## src/rtl/rom_burst_reader_pkg.sv

```systemverilog
// Shared constants, FSM state type and length clamp for the ROM burst reader.
package rom_burst_reader_pkg;

  localparam int unsigned ADDR_W    = 4;
  localparam int unsigned DATA_W    = 4;
  localparam int unsigned ROM_WORDS = 16;
  localparam int unsigned MAX_LEN   = 16;
  localparam int unsigned LEN_W     = ADDR_W + 1;

  typedef enum logic [1:0] {
    IDLE  = 2'd0,
    ISSUE = 2'd1,
    DRAIN = 2'd2
  } state_e;

  // Requested lengths above the ROM size read the whole ROM once.
  function automatic logic [LEN_W-1:0] clamp_len(input logic [LEN_W-1:0] len);
    return (len > LEN_W'(MAX_LEN)) ? LEN_W'(MAX_LEN) : len;
  endfunction

endpackage

```

## src/rtl/rom_burst_fifo.sv

```systemverilog
// Show-ahead FIFO buffering captured ROM words (data plus last flag).
module rom_burst_fifo #(
  parameter int unsigned WIDTH = 5,
  parameter int unsigned DEPTH = 4
) (
  input  logic                       clk,
  input  logic                       rst,
  input  logic                       push_i,
  input  logic [WIDTH-1:0]           push_data_i,
  input  logic                       pop_i,
  output logic [WIDTH-1:0]           pop_data_o,
  output logic                       full_o,
  output logic                       empty_o,
  output logic [$clog2(DEPTH):0]     count_o
);

  localparam int unsigned PTR_W = $clog2(DEPTH);
  localparam int unsigned CNT_W = PTR_W + 1;

  logic [WIDTH-1:0] mem_q [DEPTH];
  logic [PTR_W-1:0] wr_ptr_q;
  logic [PTR_W-1:0] rd_ptr_q;
  logic [CNT_W-1:0] count_q;
  logic             do_push;
  logic             do_pop;

  assign full_o     = (count_q == CNT_W'(DEPTH));
  assign empty_o    = (count_q == '0);
  assign count_o    = count_q;
  assign pop_data_o = mem_q[rd_ptr_q];
  assign do_push    = push_i & ~full_o;
  assign do_pop     = pop_i & ~empty_o;

  // Storage array; contents need no reset since count gates visibility.
  always_ff @(posedge clk) begin
    if (do_push) begin
      mem_q[wr_ptr_q] <= push_data_i;
    end
  end

  // Pointer and occupancy tracking.
  always_ff @(posedge clk or posedge rst) begin
    if (rst) begin
      wr_ptr_q <= '0;
      rd_ptr_q <= '0;
      count_q  <= '0;
    end else begin
      if (do_push) wr_ptr_q <= wr_ptr_q + PTR_W'(1);
      if (do_pop)  rd_ptr_q <= rd_ptr_q + PTR_W'(1);
      case ({do_push, do_pop})
        2'b10:   count_q <= count_q + CNT_W'(1);
        2'b01:   count_q <= count_q - CNT_W'(1);
        default: count_q <= count_q;
      endcase
    end
  end

endmodule

```

## src/rtl/rom_burst_reader.sv

```systemverilog
// Burst sequencer for the 16x4 synchronous ROM with a credit-limited output FIFO.
module rom_burst_reader
  import rom_burst_reader_pkg::*;
#(
  parameter int unsigned FIFO_DEPTH = 4
) (
  input  logic              clk,
  input  logic              rst,
  input  logic              start,
  input  logic [ADDR_W-1:0] start_addr,
  input  logic [ADDR_W:0]   length,
  output logic              rom_enable,
  output logic [ADDR_W-1:0] rom_address,
  input  logic [DATA_W-1:0] rom_data,
  output logic [DATA_W-1:0] out_data,
  output logic              out_valid,
  input  logic              out_ready,
  output logic              out_last,
  output logic              busy,
  output logic              done
);

  localparam int unsigned FW    = DATA_W + 1;
  localparam int unsigned CNT_W = $clog2(FIFO_DEPTH) + 1;
  localparam int unsigned CR_W  = CNT_W + 1;

  state_e            state_q;
  logic              rom_enable_q;
  logic [ADDR_W-1:0] rom_address_q;
  logic              en_last_q;
  logic              cap_q;
  logic              cap_last_q;
  logic [LEN_W-1:0]  rem_q;
  logic              busy_q;
  logic              done_q;

  logic [FW-1:0]     fifo_rd;
  logic              fifo_full;
  logic              fifo_empty;
  logic [CNT_W-1:0]  fifo_count;
  logic              handshake;
  logic [LEN_W-1:0]  len_c;
  logic [CR_W-1:0]   credit_c;
  logic              can_issue_c;

  assign rom_enable  = rom_enable_q;
  assign rom_address = rom_address_q;
  assign busy        = busy_q;
  assign done        = done_q;
  assign out_valid   = ~fifo_empty;
  assign out_data    = fifo_rd[DATA_W-1:0];
  assign out_last    = out_valid & fifo_rd[DATA_W];
  assign handshake   = out_valid & out_ready;
  assign len_c       = clamp_len(length);

  // Occupancy after this edge plus reads still heading for the FIFO.
  assign credit_c    = CR_W'(fifo_count) + CR_W'(cap_q) + CR_W'(rom_enable_q)
                     - CR_W'(handshake);
  assign can_issue_c = (credit_c < CR_W'(FIFO_DEPTH)) & ~fifo_full;

  rom_burst_fifo #(
    .WIDTH (FW),
    .DEPTH (FIFO_DEPTH)
  ) u_fifo (
    .clk         (clk),
    .rst         (rst),
    .push_i      (cap_q),
    .push_data_i ({cap_last_q, rom_data}),
    .pop_i       (handshake),
    .pop_data_o  (fifo_rd),
    .full_o      (fifo_full),
    .empty_o     (fifo_empty),
    .count_o     (fifo_count)
  );

  // Burst FSM, ROM read issue, capture pipeline and status flags.
  always_ff @(posedge clk or posedge rst) begin
    if (rst) begin
      state_q       <= IDLE;
      rom_enable_q  <= 1'b0;
      rom_address_q <= '0;
      en_last_q     <= 1'b0;
      cap_q         <= 1'b0;
      cap_last_q    <= 1'b0;
      rem_q         <= '0;
      busy_q        <= 1'b0;
      done_q        <= 1'b0;
    end else begin
      done_q       <= 1'b0;
      rom_enable_q <= 1'b0;
      en_last_q    <= 1'b0;
      cap_q        <= rom_enable_q;
      cap_last_q   <= en_last_q;
      case (state_q)
        IDLE: begin
          if (start && (len_c != '0)) begin
            rom_enable_q  <= 1'b1;
            rom_address_q <= start_addr;
            busy_q        <= 1'b1;
            rem_q         <= len_c - LEN_W'(1);
            if (len_c == LEN_W'(1)) begin
              en_last_q <= 1'b1;
              state_q   <= DRAIN;
            end else begin
              state_q   <= ISSUE;
            end
          end
        end
        ISSUE: begin
          if (can_issue_c) begin
            rom_enable_q  <= 1'b1;
            rom_address_q <= rom_address_q + ADDR_W'(1);
            rem_q         <= rem_q - LEN_W'(1);
            if (rem_q == LEN_W'(1)) begin
              en_last_q <= 1'b1;
              state_q   <= DRAIN;
            end
          end
        end
        DRAIN: begin
          if (handshake && out_last) begin
            state_q <= IDLE;
            busy_q  <= 1'b0;
            done_q  <= 1'b1;
          end
        end
        default: state_q <= IDLE;
      endcase
    end
  end

endmodule

```

## config.mk

```make
export PLATFORM = sky130hd
export DESIGN_NAME = rom_burst_reader
export DESIGN_NICKNAME = d
export VERILOG_FILES = /design/src/rtl/rom_burst_reader_pkg.sv /design/src/rtl/rom_burst_fifo.sv /design/src/rtl/rom_burst_reader.sv
export SDC_FILE = /design/constraint.sdc
export NUM_CORES = 1
export LEC_CHECK = 0
export ABC_AREA = 1
export ABC_CLOCK_PERIOD_IN_PS = 6350
export CAP_MARGIN = 20
export CORE_MARGIN = 5
export CORE_UTILIZATION = 30
export DETAILED_ROUTE_END_ITERATION = 10
export GPL_TIMING_DRIVEN = 0
export PLACE_DENSITY = 0.58
export SLEW_MARGIN = 20
export SYNTH_ARGS = -nofsm -noshare
export SYNTH_HDL_FRONTEND = slang
export SYNTH_SLANG_ARGS = --single-unit
```

## constraint.sdc

```tcl
create_clock -name clk -period 6.35 [get_ports clk]
set_clock_uncertainty 0.15 [all_clocks]
set_input_delay 0.9525 -clock clk [delete_from_list [all_inputs] [get_ports clk]]
set_output_delay 0.9525 -clock clk [all_outputs]
set_load 0.005 [all_outputs]
```

; ---- After elaboration in Yosys (flattened, before gate mapping)
; Memories as Yosys holds them, arrays and structs flattened.
; Index checks and enable logic that the tools add are counted.
[word_totals]
ramBits = 20
inputBits = 17
memories = 1
wordCells = 83
regBits = 24
out_inout_bits = 13
[memory_table]
columns = memory, words, width, read_ports, rd_clocked_by_memory_dff, write_ports, line_no
row1 = u_fifo.mem_q, 4, 5, 1, 0, 1, rom_burst_fifo.sv:20  ; logic [WIDTH-1:0] mem_q [DEPTH];
[op_classes]
bitwise = 7
magnitude_cmp = 2
eq_ne = 11
addsub = 10
n_mux = 29
n_reduce_logical = 11
[op_table]
columns = cell, count
row1 = 5-bit two-way mux, 3
row2 = 1-bit two-way mux, 12
row3 = 5-bit by 1-bit == test with 1-bit output (second input constant), 2
row4 = 2-bit two-way mux, 5
row5 = 5-bit case mux with 2 select lines, 1
row6 = 5-bit by 1-bit subtractor with 5-bit output (second input constant), 2
row7 = 4-bit two-way mux, 2
row8 = 2-bit != test (second input constant), 4
row9 = 4-bit case mux with 2 select lines, 1
row10 = 1-bit case mux with 2 select lines, 3
row11 = 2-bit case mux with 3 select lines, 1
row12 = 3-bit case mux with 2 select lines, 1
row13 = 3-bit AND reduction, 2
row14 = 2-bit nonzero test, 3
row15 = 1-bit bitwise AND, 5
row16 = 5-bit > comparator (second input constant), 1
row17 = 5-bit nonzero test, 1
row18 = 2-bit by 1-bit adder with 2-bit output (second input constant), 2
row19 = 3-bit by 1-bit adder with 4-bit output, 1
row20 = 4-bit by 1-bit adder with 4-bit output, 1
row21 = 4-bit by 1-bit adder with 4-bit output (second input constant), 1
row22 = 2-bit by 1-bit == test with 1-bit output (second input constant), 2
row23 = 2-bit == test (second input constant), 2
row24 = 4-bit by 3-bit less-than comparator with 1-bit output (second input constant), 1
row25 = 9 further kinds, 11

; ---- Depth between registers and ports, before layout
[logic_depth]
ltp_word = 8
mapped_depth = 17
mapped_depth_nobuf = 16

; ---- Cells and area by module
; A second synthesis with hierarchy kept.
[hier_totals]
hier_cells = 279
area_unflattened_um2 = 2533.7
[by_module_without_submodules]
columns = mod, seq_area_each_um2, area_each_um2, n_inst, cells_per_inst
row1 = rom_burst_fifo, 775.7, 1277.5, 1, 120
row2 = rom_burst_reader, 425.4, 1256.2, 1, 159

; ---- Worst setup path after synthesis
; Ideal clock, no wire load.
[synth_path]
path_kind = input-to-reg
startpoint = input out_ready
endpoint = register rem_q[0]
t_arrival_ps = 2430
cell_stages = 13
setup_time_ps = 119
setup_slack_ps = 3651
path_buffers = 1
path_cell_list = and2_1 -> ha_1 -> inv_1 -> ha_1 -> nand2_1 -> nand2_2 -> nand2_2 -> a21oi_1 -> nor2_2 -> nand3_4 -> nand2_4 -> buf_12 -> o21ai_2
[synth_between]
elab_chain_len = 6
[synth_lines]
columns = item, line_no
row1 = from (decl), rom_burst_reader.sv:17  ; input logic out_ready,
row2 = 1-bit bitwise AND, rom_burst_reader.sv:53  ; assign handshake = out_valid & out_ready;
row3 = 4-bit by 1-bit subtractor with 4-bit output, rom_burst_reader.sv:58  ; - CR_W'(handshake);
row4 = 4-bit by 3-bit less-than comparator with 1-bit output, rom_burst_reader.sv:59  ; assign can_issue_c = (credit_c < CR_W'(FIFO_DEPTH)) & ~fifo_full;
row5 = 1-bit bitwise AND, rom_burst_reader.sv:59
row6 = 2-bit != test (no source line), n/a
row7 = 3-bit AND reduction (no source line), n/a
row8 = to (signal assigned), rom_burst_reader.sv:100  ; rem_q <= len_c - LEN_W'(1);
row9 = to (signal assigned), rom_burst_reader.sv:113  ; rem_q <= rem_q - LEN_W'(1);
row10 = to (decl), rom_burst_reader.sv:33  ; logic [LEN_W-1:0] rem_q;
; Every way passes these cells.
; A chain may end at the register's enable or synchronous reset.

; ---- Final worst setup path
[layout_path]
startpoint = register u_fifo.rd_ptr_q[0]
endpoint = output out_data[2]
[layout_between]
elab_chain_len = 1
[layout_lines]
columns = item, line_no
row1 = from (decl), rom_burst_fifo.sv:22  ; logic [PTR_W-1:0] rd_ptr_q;
row2 = from (signal assigned), rom_burst_fifo.sv:49  ; if (do_pop) rd_ptr_q <= rd_ptr_q + PTR_W'(1);
row3 = memory read 4 x 5 bit, n/a
row4 = to (decl), rom_burst_reader.sv:15  ; output logic [DATA_W-1:0] out_data,
; Every way passes these cells.

==> results.md <==
- Outcome: complete, no violations
- Critical path fanouts, max: 10
- Arrival @ worst endpoint: 1.99 ns
- Placed cells: 379
- Dpl ws: 3.06 ns
- Period utilization: 0.487
- Dpl cell area: between 0.002 and 0.003 mm2
- First-pass GRT wire length: 8.16 mm
- GRT Util Overall: 0.102
- Final min period: 3.09 ns
- Core area: 0.00773 mm2
- Final setup margin: around 3.3 ns
- Die X-Extent: roughly 100 um
- Ports: 30
- Final nets: approximately 320
- Die ar.: 0.00980 mm2
- Proportion of layout cells with a drive suffix above 1: 0.150
- Cell Area, Synth: roughly 0.0024 mm2
- Yosys warns: 0
- DIE HEIGHT: 99.0 um
- Vias in the first global route: 1,785
- Ant diodes: 0
- Final core utilization: 0.380
- CTS tree: built
- Slew @ Worst Pin: 0.561 ns
- Largest net degree at the start of global routing: 25
- LEAKAGE: 1.27 nW
- Via Count: 1,703
- Clk slew on worst S/H paths: approximately 0.09 ns
- Cell variety after synth: 32
- Clock Sinks: 44
- Total CTS buffers: 5
- Commonest non-fill, non-tap cells in the layout: nand2_1 (41), clkdlybuf4s50_1 (29), inv_1 (27)
- Top Family by Delay on Critical Path: buffers and inverters
- Post-route worst hold slack: 0.207 ns
- Required time worst endpoint: 5.25 ns
- Highest clock rate: 0.323 GHz
- Vias per cell: 4.39
- Crit-path max cell delay: 0.53 ns
- Mapped Cells: 248
- Crit path cell chain: clkbuf_1, o21ai_0, o22ai_1, clkdlybuf4s50_1
- Slew HR: 0.625
- Kind of critical path: reg2out
- Slowest cell on crit path: clkdlybuf4s50_1
- Antenna violations before repair: 0
- Detailed Route Iter0 Violations: 65
- Fin. max-slew vios: 0
- Fin area: about 0.0029 mm2
- Commonest non-fill, non-tap cell in the layout: nand2_1
- Endpoints failing hold: 0
- Register area share after synthesis: 0.506
- Synthesized Nets: 280
- Residual DRC count: 0
- Clk_lat worst skew: 0.30 ns
- Post-synthesis sequential element count: 44
- Final std cells w/o fill: 388
- H-tree levels: 2
- Drt wl/cell: approximately 12 um
- Postcts setup bufs: 0
- Max-Cap Viols: 0
- RD Place Congestion: 0.835
- Root Buffer: clkbuf_8
- Syn avg cell area: 9.58 um2
- Post-route ant nets: 0
- Post-route setup TNS: 0 ns
- Port bufs: 29
- Post-detail-place hpwl: 3.52 mm
- Hold buffer count at cts: 0
- Rows: 32
- DRT Pass-1 Iters: 5
- Initial Util: 0.307
- Hold WC Path Type: reg2reg
- Clock Path Buffers: 2
- Remaining Overflow, GRT: 0
- Crit path capture type: primary output
- Cts repair resizes: 0
- RSZ-0062 raised after global routing: no
- Routed Wire Length: between 4 and 5 mm
- Total power draw: 1.39 mW
- Pwr dens: 474 mW/mm2
- CP Launch Type: flop
- Maximum vdd drop: 158 uV
- Worst Path Buf+Inv: 2
- Layout area overhead: 23.6%
- Setup Viol. Count Final: 0
==> Yosys cell counts (all sizes together) <==
cell type	number	area, um2
nand3b	1	7.51
ha	14	175
o31ai	1	7.51
nor2	27	104
nand2	50	220
nor3	1	10.0
edfxtp	20	601
a31oi	1	6.26
xor2	5	43.8
fa	1	20.0
a21oi	5	25.0
xnor2	3	26.3
clkbuf	1	3.75
a21boi	3	30.0
dfrtp	24	601
o21ai	25	148
o22ai	7	43.8
inv	35	131
and2	2	12.5
nand3	19	128
buf	3	32.5
==> cell type report <==
class / instances / area (um2)
fill: 775 / 4790
sequential: 44 / 1200
multi-input combinational: 165 / 1010
timing repair buffer: 30 / 318
inverter: 35 / 131
tap: 102 / 128
clock buffer: 5 / 68.8
clock inverter: 3 / 47.5
buffer: 4 / 36.3
==> state kept, by name, indices dropped and copies added (netlist names), 2 cells and up <==
signal,count
rom_address,4
u_fifo.wr_ptr_q,2
u_fifo.rd_ptr_q,2
rem_q,5
u_fifo.count_o,3
u_fifo.mem_q,20
state_q,2
==> power breakdown <==
group / internal (mW) / switching (mW)
sequential: 0.390 / 0.0650
clock: 0.118 / 0.0995
combinational: 0.314 / 0.405
==> layer usage <==
layer,share of wire,routed length [um],global-route usage,up-vias
met2,0.45,2100,0.162,37
met4,0.0095,44,0.0284,0
met1,0.49,2270,0.135,774
li1,-,-,-,888
met3,0.050,234,0.0304,4
met5,0,0,0,-
==> worst paths after layout <==
kind	start	end	slack, ns	depth (start not counted)
worst max-delay path	u_fifo.rd_ptr_q[0]	out_data[2]	3.26	4
min in group asynchronous	rst	u_fifo.rd_ptr_q[1]	0.72	2
max in group asynchronous	rst	rem_q[2]	4.96	3
worst max register to register	u_fifo.count_o[1]	rem_q[2]	3.80	16
worst min register to register	en_last_q	cap_last_q	0.21	0
worst min-delay path	en_last_q	cap_last_q	0.21	0
==> cell families after synthesis <==
logic type / after synthesis / synth area share
buffers and inverters: 39 / 0.0706
flip-flops: 44 / 0.506
AND/OR/NAND/NOR: 100 / 0.203
XOR/XNOR: 8 / 0.0295
adder cells (fa/ha/maj): 15 / 0.0821
AO/OA/AOI/OAI: 42 / 0.110
Power figures use the tool's default switching activity.
